===== src/rtl/gameplay_if.sv =====
// Signal bundle between the input-sync/datapath side (master) and the gameplay sequencer (slave).
interface gameplay_if;
  logic       start;
  logic       drop;
  logic       pause;
  logic       o;
  logic       c;
  logic       enable;
  logic       ld_y;
  logic       move_on;
  logic       inc_score;
  logic       dec_chances;
  logic [6:0] y_value;
  logic       clr;
  logic       game_over;
  logic [7:0] level;
  logic [3:0] state;

  modport master (
    output start, drop, pause, o, c,
    input  enable, ld_y, move_on, inc_score, dec_chances, y_value, clr, game_over, level, state
  );

  modport slave (
    input  start, drop, pause, o, c,
    output enable, ld_y, move_on, inc_score, dec_chances, y_value, clr, game_over, level, state
  );
endinterface


===== src/rtl/gameplay_control.sv =====
// Sequencing FSM for the stacking game: starts a round, lets a block swing, commits it on drop,
// scores a hit or costs a chance on a miss, and ends the game when no chances remain.
module gameplay_control #(
  parameter logic [6:0] Y_BASE  = 7'd112,
  parameter logic [6:0] Y_TOP   = 7'd8,
  parameter logic [6:0] BLOCK_H = 7'd8,
  parameter logic [3:0] SETTLE  = 4'd2
) (
  input logic        clk,
  input logic        resetn,
  gameplay_if.slave  bus
);

  typedef enum logic [3:0] {
    S_IDLE    = 4'd0,
    S_LOAD    = 4'd1,
    S_SWING   = 4'd2,
    S_SETTLE  = 4'd3,
    S_CHECK   = 4'd4,
    S_HIT     = 4'd5,
    S_MISS    = 4'd6,
    S_MISSCHK = 4'd7,
    S_NEXT    = 4'd8,
    S_OVER    = 4'd9,
    S_CLEAR   = 4'd10
  } state_t;

  // A settle length of zero still spends one cycle in S_SETTLE.
  localparam logic [3:0] SETTLE_LAST = (SETTLE == 4'd0) ? 4'd0 : SETTLE - 4'd1;
  localparam logic [7:0] Y_WRAP_MIN  = {1'b0, Y_TOP} + {1'b0, BLOCK_H};

  state_t     st;
  logic       start_r;
  logic       drop_r;
  logic [3:0] settle_cnt;
  logic       enable_q;
  logic       ld_y_q;
  logic       move_on_q;
  logic       inc_score_q;
  logic       dec_chances_q;
  logic       clr_q;
  logic       game_over_q;
  logic [6:0] y_q;
  logic [7:0] level_q;

  logic       start_rise;
  logic       drop_rise;
  logic [7:0] y_ext;
  logic [7:0] y_dec;
  logic [6:0] y_after_hit;
  logic [7:0] level_after_hit;

  assign start_rise = bus.start & ~start_r;
  assign drop_rise  = bus.drop & ~drop_r;

  // Compare in 8 bits before subtracting so the row can never underflow; low rows wrap to the base.
  always_comb begin
    y_ext           = {1'b0, y_q};
    y_dec           = y_ext - {1'b0, BLOCK_H};
    y_after_hit     = (y_ext >= Y_WRAP_MIN) ? y_dec[6:0] : Y_BASE;
    level_after_hit = (level_q == 8'hFF) ? 8'hFF : level_q + 8'd1;
  end

  always_ff @(posedge clk) begin
    if (!resetn) begin
      st            <= S_IDLE;
      // Load the current input levels so an input held across reset does not look like an edge.
      start_r       <= bus.start;
      drop_r        <= bus.drop;
      settle_cnt    <= 4'd0;
      enable_q      <= 1'b0;
      ld_y_q        <= 1'b0;
      move_on_q     <= 1'b0;
      inc_score_q   <= 1'b0;
      dec_chances_q <= 1'b0;
      clr_q         <= 1'b0;
      game_over_q   <= 1'b0;
      y_q           <= Y_BASE;
      level_q       <= 8'd0;
    end else begin
      start_r       <= bus.start;
      drop_r        <= bus.drop;
      ld_y_q        <= 1'b0;
      move_on_q     <= 1'b0;
      inc_score_q   <= 1'b0;
      dec_chances_q <= 1'b0;
      clr_q         <= 1'b0;
      case (st)
        S_IDLE, S_OVER: begin
          if (start_rise) begin
            st          <= S_CLEAR;
            clr_q       <= 1'b1;
            game_over_q <= 1'b0;
            enable_q    <= 1'b0;
            y_q         <= Y_BASE;
            level_q     <= 8'd0;
          end
        end
        S_CLEAR: begin
          st     <= S_LOAD;
          ld_y_q <= 1'b1;
        end
        S_LOAD: begin
          st       <= S_SWING;
          enable_q <= ~bus.pause;
        end
        S_SWING: begin
          // A drop while paused is discarded rather than remembered.
          if (drop_rise && !bus.pause) begin
            st         <= S_SETTLE;
            settle_cnt <= 4'd0;
            enable_q   <= 1'b0;
          end else begin
            enable_q <= ~bus.pause;
          end
        end
        S_SETTLE: begin
          if (settle_cnt >= SETTLE_LAST) begin
            st <= S_CHECK;
          end else begin
            settle_cnt <= settle_cnt + 4'd1;
          end
        end
        S_CHECK: begin
          if ((level_q == 8'd0) || bus.o) begin
            st          <= S_HIT;
            inc_score_q <= 1'b1;
          end else begin
            st            <= S_MISS;
            dec_chances_q <= 1'b1;
          end
        end
        S_HIT: begin
          st        <= S_NEXT;
          move_on_q <= 1'b1;
          level_q   <= level_after_hit;
          y_q       <= y_after_hit;
        end
        S_NEXT: begin
          st     <= S_LOAD;
          ld_y_q <= 1'b1;
        end
        S_MISS: begin
          st <= S_MISSCHK;
        end
        S_MISSCHK: begin
          // c reflects the decrement issued in S_MISS by now.
          if (bus.c) begin
            st       <= S_SWING;
            enable_q <= ~bus.pause;
          end else begin
            st          <= S_OVER;
            game_over_q <= 1'b1;
            enable_q    <= 1'b0;
          end
        end
        default: begin
          st       <= S_IDLE;
          enable_q <= 1'b0;
        end
      endcase
    end
  end

  assign bus.enable      = enable_q;
  assign bus.ld_y        = ld_y_q;
  assign bus.move_on     = move_on_q;
  assign bus.inc_score   = inc_score_q;
  assign bus.dec_chances = dec_chances_q;
  assign bus.clr         = clr_q;
  assign bus.game_over   = game_over_q;
  assign bus.y_value     = y_q;
  assign bus.level       = level_q;
  assign bus.state       = st;

endmodule


===== src/flat_wrapper.sv =====
// flat-port wrapper written by rule: the top's interface ports become plain ports
module gameplay_control_flat 
#(
  parameter logic [6:0] Y_BASE  = 7'd112,
  parameter logic [6:0] Y_TOP   = 7'd8,
  parameter logic [6:0] BLOCK_H = 7'd8,
  parameter logic [3:0] SETTLE  = 4'd2
)
  (clk, resetn, bus_start, bus_drop, bus_pause, bus_o, bus_c, bus_enable, bus_ld_y, bus_move_on, bus_inc_score, bus_dec_chances, bus_y_value, bus_clr, bus_game_over, bus_level, bus_state);
  gameplay_if bus_i ();
  input logic clk;
  input logic resetn;
  input wire logic [$bits(bus_i.start)-1:0] bus_start;
  input wire logic [$bits(bus_i.drop)-1:0] bus_drop;
  input wire logic [$bits(bus_i.pause)-1:0] bus_pause;
  input wire logic [$bits(bus_i.o)-1:0] bus_o;
  input wire logic [$bits(bus_i.c)-1:0] bus_c;
  output wire logic [$bits(bus_i.enable)-1:0] bus_enable;
  output wire logic [$bits(bus_i.ld_y)-1:0] bus_ld_y;
  output wire logic [$bits(bus_i.move_on)-1:0] bus_move_on;
  output wire logic [$bits(bus_i.inc_score)-1:0] bus_inc_score;
  output wire logic [$bits(bus_i.dec_chances)-1:0] bus_dec_chances;
  output wire logic [$bits(bus_i.y_value)-1:0] bus_y_value;
  output wire logic [$bits(bus_i.clr)-1:0] bus_clr;
  output wire logic [$bits(bus_i.game_over)-1:0] bus_game_over;
  output wire logic [$bits(bus_i.level)-1:0] bus_level;
  output wire logic [$bits(bus_i.state)-1:0] bus_state;
  assign bus_i.start = bus_start;
  assign bus_i.drop = bus_drop;
  assign bus_i.pause = bus_pause;
  assign bus_i.o = bus_o;
  assign bus_i.c = bus_c;
  assign bus_enable = bus_i.enable;
  assign bus_ld_y = bus_i.ld_y;
  assign bus_move_on = bus_i.move_on;
  assign bus_inc_score = bus_i.inc_score;
  assign bus_dec_chances = bus_i.dec_chances;
  assign bus_y_value = bus_i.y_value;
  assign bus_clr = bus_i.clr;
  assign bus_game_over = bus_i.game_over;
  assign bus_level = bus_i.level;
  assign bus_state = bus_i.state;
  gameplay_control #(.Y_BASE(Y_BASE), .Y_TOP(Y_TOP), .BLOCK_H(BLOCK_H), .SETTLE(SETTLE)) u_core (.clk(clk), .resetn(resetn), .bus(bus_i));
endmodule

===== config.mk =====
export PLATFORM = sky130hd
export DESIGN_NAME = gameplay_control_flat
export DESIGN_NICKNAME = d
export VERILOG_FILES = /design/src/rtl/gameplay_if.sv /design/src/rtl/gameplay_control.sv /design/src/flat_wrapper.sv
export SDC_FILE = /design/constraint.sdc
export NUM_CORES = 1
export LEC_CHECK = 0
export CAP_MARGIN = 40
export CORE_ASPECT_RATIO = 0.5
export CORE_MARGIN = 4
export CORE_UTILIZATION = 46
export CTS_CLUSTER_DIAMETER = 200
export CTS_CLUSTER_SIZE = 24
export DETAILED_ROUTE_END_ITERATION = 10
export PLACE_DENSITY_LB_ADDON = 0.25
export RECOVER_POWER = 50
export REMOVE_ABC_BUFFERS = 1
export SLEW_MARGIN = 40
export SYNTH_ARGS = -nofsm -noshare
export SYNTH_HDL_FRONTEND = slang
export SYNTH_SLANG_ARGS = --single-unit
export TNS_END_PERCENT = 30

===== constraint.sdc =====
create_clock -name clk -period 4.2 [get_ports clk]
set_clock_uncertainty 0.15 [all_clocks]
set_input_delay 1.05 -clock clk [delete_from_list [all_inputs] [get_ports clk]]
set_output_delay 1.05 -clock clk [all_outputs]
set_load 0.1 [all_outputs]

==> summary.txt, run 1 <==
Logic synthesis
  – Number of flops mapped to enable cells by yosys: 0
  – Synth top area share: 35.2%
  – Synth area leaders: dfxtp_1, o21ai_0, ha_1
  – Asr flop ratio synth: 0%
  – Seq cells post-synth: 29
  – Top post-synthesis cells by count: dfxtp_1, nand2_1, o21ai_0
  – Post-synth design cell area: 1650 µm²
  – Most common cell in the netlist: dfxtp_1
  – Ys flop type: dfxtp_1
  – Post-synthesis sequential area ratio: 35.2%
  – Mean Syn Cell Area: 8.04 µm²
  – Yosys top cell by area: dfxtp_1
  – Synth unique cells: 51
  – Syn. warnings: 0
  – Cells after Synth: 205

Hold path
  – Tightest Hold Check Type: reg2reg

Route
  – Vias per inst: 5.60
  – Wire length per cell: 13.7 µm
  – DRC: 0
  – First drt pass iteration count: 4
  – Post-route ant nets: 0
  – Initial DRC count: 56
  – Final wirelength: 3.87 mm
  – Routed via count: 1585

GRT
  – Gr usage total: 17.2%
  – Number of global-route vias before repair: 1362
  – Largest net degree at the start of global routing: 26
  – First-pass GRT wire length: 6.41 mm
  – Initial antenna violation count: 0
  – Gr ovfl total: 0

STA
  – Max_slew headroom: 22.7%
  – Time the worst path needs with I/O delays and setup: 2.90 ns
  – Final period util: 69.2%
  – Slew Viols, Final: 0
  – Slew of the pin with the lowest slew margin: 1.17 ns
  – Final hold viol count: 0
  – Fin Setup TNS: 0 ns
  – RSZ-0062 raised after global routing: false
  – Setup Viol. Count Final: 0
  – Maximum clock frequency: 0.344 GHz
  – Final WS setup: 1.30 ns
  – Fin Hold WS: 0.346 ns

Critical path
  – Crit. path cell count: 5
  – CP Class: in2reg
  – R2R setup slack: 1.97 ns
  – CP cell instances: dlygate4sd3_1, nor4b_1, a211oi_2, or3_1, o21ai_0
  – RR Startpoint: u_core.bus.state[2]$_SDFFE_PN0P_
  – Crit path buf inv count: 1
  – Critical Path RT: 4.25 ns
  – Max FO, Critical Path: 5
  – Top delay family on crit path: simple AND/OR/NAND/NOR gates
  – Worst setup startpoint: bus_drop
  – Crit end category: register
  – Reg2reg end: u_core.bus.y_value[4]$_SDFFE_PN1P_
  – FF-to-FF path depth: 5
  – Slowest CP cell: nor4b_1
  – Setup crit start kind: primary input
  – Crit path DAT: 2.95 ns
  – CP endpoint: u_core.bus.state[1]$_SDFFE_PN0P_
  – Crit-path max cell delay: 0.62 ns

Clocking
  – Worst-path clk slew: 0.06 ns
  – CTS tree: yes
  – Total CTS buffers: 5
  – Hold Buf Count CTS: 0
  – Clock Sinks: 29
  – Htree depth: 2
  – Worst skew pair latency: 0.28 ns
  – CTS resizes: 0
  – Clock root buffer: clkbuf_8
  – Max Root-Sink Buffers: 2
  – Postcts setup bufs: 0

Floorplanning
  – Core area: 3430 µm²
  – Die ar.: 4670 µm²
  – Site row count: 15
  – Die width: 92.7 µm
  – Initial Utilization: 48.0%
  – IO Count: 33
  – Die height: 50.3 µm

Final layout
  – P&R area growth vs syn: 15.4%
  – FILL cells: 354
  – Layout cells sized above 1: 10.3%
  – Antenna diodes: 0
  – Fin area: 1900 µm²
  – Fin util: 55.4%
  – Layout Nets: 244

Place
  – IO Port Bufs: 29
  – Detailed placement HPWL: 2.73 mm
  – Placed cell area: 1850 µm²
  – Placement Setup Slack: 1.14 ns
  – Routability Congestion: 0.835

Pwr
  – Worst VDD drop: 0.214 mV
  – Leak pwr: 0.000718 µW
  – Pwr Density: 515 nW/µm²

Run status
  – Status: completed

Job
  – Max-cap violations: 0
layer usage:
layer	global-route usage (%)	wire length, µm	share of wire (%)
met4	5.11	48	1.2
met5	0	0	0
met3	6.44	204	5.3
met1	23.0	1890	49
met2	25.9	1730	45
power breakdown:
part           switching, µW  internal, µW
combinational            266           126
sequential              73.2           297
clock                   99.7           117
worst min-delay path by stage:
stage | to | slack (ns) | cells past startpoint | startpoint
finish | u_core.bus.enable$_SDFFE_PN0P_ | 0.35 | 2 | u_core.bus.enable$_SDFFE_PN0P_
global route | u_core.bus.enable$_SDFFE_PN0P_ | 0.39 | 2 | u_core.bus.enable$_SDFFE_PN0P_
CTS | u_core.bus.enable$_SDFFE_PN0P_ | 0.35 | 2 | u_core.bus.enable$_SDFFE_PN0P_
detailed placement | u_core.bus.enable$_SDFFE_PN0P_ | 0.34 | 2 | u_core.bus.enable$_SDFFE_PN0P_
global placement | u_core.settle_cnt[3]$_SDFFE_PN0P_ | 0.33 | 2 | u_core.settle_cnt[3]$_SDFFE_PN0P_
floorplan | u_core.settle_cnt[3]$_SDFFE_PN0P_ | 0.30 | 2 | u_core.settle_cnt[3]$_SDFFE_PN0P_
registers in the layout, indices dropped and copies added (netlist names):
| signal | count |
|---|---|
| u_core.bus.inc_score | 1 |
| u_core.bus.y_value | 4 |
| u_core.bus.state | 4 |
| u_core.bus.game_over | 1 |
| u_core.settle_cnt | 4 |
| u_core.bus.clr | 1 |
| u_core.bus.level | 8 |
| u_core.bus.move_on | 1 |
| u_core.drop_r | 1 |
| u_core.bus.enable | 1 |
| u_core.start_r | 1 |
| u_core.bus.ld_y | 1 |
| u_core.bus.dec_chances | 1 |
per-stage QoR:
stage | power (µW) | std cells
floorplan | 681 | 194
global placement | 767 | 275
detailed placement | 767 | 275
CTS | 985 | 283
global route | 1040 | 283
finish | 979 | 283
worst reg2reg max path, cell delays in order (launching register included):
cell,delay [ns]
dfxtp_1,0.80
and4bb_2,0.45
nand2_1,0.15
inv_1,0.25
o311ai_0,0.18
o21a_1,0.13
cells in the final DEF (no fill, tap or decap), types with 3 or more instances in the layout:
cell             instances
buf_4                    4
clkdlybuf4s50_1          3
nor2b_1                  5
o21a_1                   3
ha_1                     6
nand2_1                 20
nor3_1                   9
a21oi_1                 11
nand3_1                  8
clkbuf_8                 5
nor3b_1                  3
o21ai_0                 17
and3_1                   5
dlygate4sd3_1            3
inv_1                   12
conb_1                   3
nor2_1                  13
clkbuf_1                19
dfxtp_1                 28
buf_2                    4
xnor2_1                  3
a31oi_1                  4
cell families after synthesis:
family | synth area share [%]
buffers and inverters | 6.52
adder cells (fa/ha/maj) | 4.55
XOR/XNOR | 1.59
AO/OA/AOI/OAI | 25.0
AND/OR/NAND/NOR | 26.9
other | 0.227
flip-flops | 35.2
layout make-up:
class	instances	area [µm²]	area share, %
multi-input cells	153	962	50.6
inverters	12	45.0	2.37
repair buffers	30	170	8.94
clock buffers	8	80.1	4.21
flip-flops and latches	29	582	30.6
well taps	51	63.8	3.35
(Power assumes the default switching activity.)
==> run 2, diff against run 1 <==
==> constraint.sdc (replaced) <==
create_clock -name clk -period 2.6 [get_ports clk]
set_clock_uncertainty 0.15 [all_clocks]
set_input_delay 0.65 -clock clk [delete_from_list [all_inputs] [get_ports clk]]
set_output_delay 0.65 -clock clk [all_outputs]
set_load 0.1 [all_outputs]
==> run 2 against run 1 <==
Sequential power increased by 45%. Largest power group unchanged. Hold slack got worse by 0.0040 ns. Clock-buffer cell count decreased by 1. Largest cell class unchanged. Final cell count increased by 3.2%. Routed wire length increased by 7.7%.
==> summary.txt, run 2 (synthesis results as in run 1) <==
Run status
  – Status: completed

Floorplanning
  – Die ar.: 4670 µm²
  – Die height: 50.3 µm
  – IO Count: 33
  – Core area: 3430 µm²
  – Site row count: 15
  – Initial Utilization: 48.0%
  – Die width: 92.7 µm

Critical path
  – Slowest CP cell: dlygate4sd3_1
  – Max FO, Critical Path: 5
  – CP cell instances: dlygate4sd3_1, or4b_1, a211o_1, buf_4, a22oi_1, o21ai_0
  – Crit path DAT: 2.39 ns
  – Crit end category: register
  – CP Class: in2reg
  – Critical Path RT: 2.63 ns
  – Setup crit start kind: primary input
  – Crit-path max cell delay: 0.55 ns
  – R2R setup slack: 0.39 ns

Final layout
  – P&R area growth vs syn: 25.1%
  – Non-Filler Instances: 292
  – Most common cell after layout, fill and taps aside: dfxtp_1
  – Most frequent cells in the layout: dfxtp_1, nand2_1, o21ai_0
  – Layout Nets: 253
  – Largest register FFs: 8
  – Layout cells sized above 1: 18.3%
  – Antenna diodes: 0

Route
  – Initial DRC count: 89
  – DRC: 0
  – First drt pass iteration count: 4
  – Wire length per cell: 14.3 µm
  – Post-route ant nets: 0
  – Routed via count: 1647
  – Vias per inst: 5.64
  – Final wirelength: 4.17 mm

GRT
  – First-pass GRT wire length: 6.98 mm
  – Global Route met3 Usage: 4.34%
  – GR met2 Demand/Resource: 29.7%
  – M1 GR Usage: 24.7%
  – Gr usage total: 18.8%
  – Largest net degree at the start of global routing: 25
  – Gr ovfl total: 0
  – Initial antenna violation count: 0
  – Most Used Layer, Global Route: met2
  – Number of global-route vias before repair: 1514

Place
  – Placement Setup Slack: 0.0000595 ns
  – Detailed placement HPWL: 3.03 mm
  – Routability Congestion: 0.889
  – IO Port Bufs: 29
  – Placed cell count: 284

Clocking
  – CTS resizes: 0
  – CTS tree: yes
  – Total CTS buffers: 5
  – Clock Sinks: 29
  – Clock root buffer: clkbuf_8
  – Postcts setup bufs: 0
  – Max Root-Sink Buffers: 2
  – Htree depth: 2
  – Hold Buf Count CTS: 0
  – Worst skew pair latency: 0.29 ns
  – Worst-path clk slew: 0.07 ns

STA
  – Slew Viols, Final: 0
  – Fin Setup TNS: 0 ns
  – Setup Viol. Count Final: 0
  – Time the worst path needs with I/O delays and setup: 2.36 ns
  – Max_slew headroom: 22.5%
  – RSZ-0062 raised after global routing: false
  – Final hold viol count: 0
  – Final WS setup: 0.235 ns
  – Final period util: 91.0%
  – Slew of the pin with the lowest slew margin: 1.17 ns
  – Fin Hold WS: 0.342 ns
  – Maximum clock frequency: 0.423 GHz

Pwr
  – Worst VDD drop: 0.411 mV
  – Clk pwr share: 27.1%
  – Power share of the sequential group: 29.5%
  – Pwr Density: 881 nW/µm²
  – NetSw: 749 µW
  – Comb power frac: 43.4%
  – Pint: 1070 µW
  – Leak pwr: 0.000823 µW
  – Sw frac: 41.2%

Hold path
  – Tightest Hold Check Type: reg2reg

Job
  – Max-cap violations: 0
[run 2: cell count changes in the layout (fill, tap and decap cells not counted), moves of 3 or more]
cell	previous run	this run
buf_4	4	11
clkbuf_2	0	12
buf_12	0	3
buf_2	4	0
clkbuf_1	19	8
[run 2: layer usage]
metal	routed length, µm	share of wire [%]
met1	1940	47
met2	1920	46
met3	232	5.6
met4	72	1.7
met5	0	0
[run 2: power groups by stage]
stage	registers, µW	clock network (µW)	logic, µW
2_1_floorplan	789	0	312
6_report	536	492	789
5_1_grt	542	521	844
3_5_place_dp	545	0	794
4_1_cts	536	500	797
3_3_place_gp	544	0	788
[run 2: cell type report]
class	instances	area, µm²
fillers	316	1370
multi-input cells	153	968
flip-flops and latches	29	581
repair buffers	39	289
clock buffers	7	86.3
well taps	51	63.8
inverters	12	45.0
clock inverters	1	30.0
[run 2: worst max-delay path: cells and delay by family]
family | cells | cell delay [ns]
AOI/OAI and AO/OA | 3 | 0.59
and+or+nand+nor | 1 | 0.44
buffers and inverters | 2 | 0.71
[run 2: stage by stage]
stage	total power, µW	utilization, %	instance area [µm²]
after floorplan	1100	-	1590
after global placement	1330	58.7	2020
after detailed placement	1340	58.7	2020
after CTS	1830	62.1	2130
after global routing	1910	60.1	2060
final	1820	60.1	2060
[run 2: worst paths after layout]
check | to | cells past startpoint | start
max | u_core.bus.level[3]$_SDFFE_PN0P_ | 6 | bus_start
min | u_core.bus.enable$_SDFFE_PN0P_ | 2 | u_core.bus.enable$_SDFFE_PN0P_
max reg2reg | u_core.bus.state[3]$_SDFFE_PN0P_ | 6 | u_core.settle_cnt[1]$_SDFFE_PN0P_
min reg2reg | u_core.bus.enable$_SDFFE_PN0P_ | 2 | u_core.bus.enable$_SDFFE_PN0P_
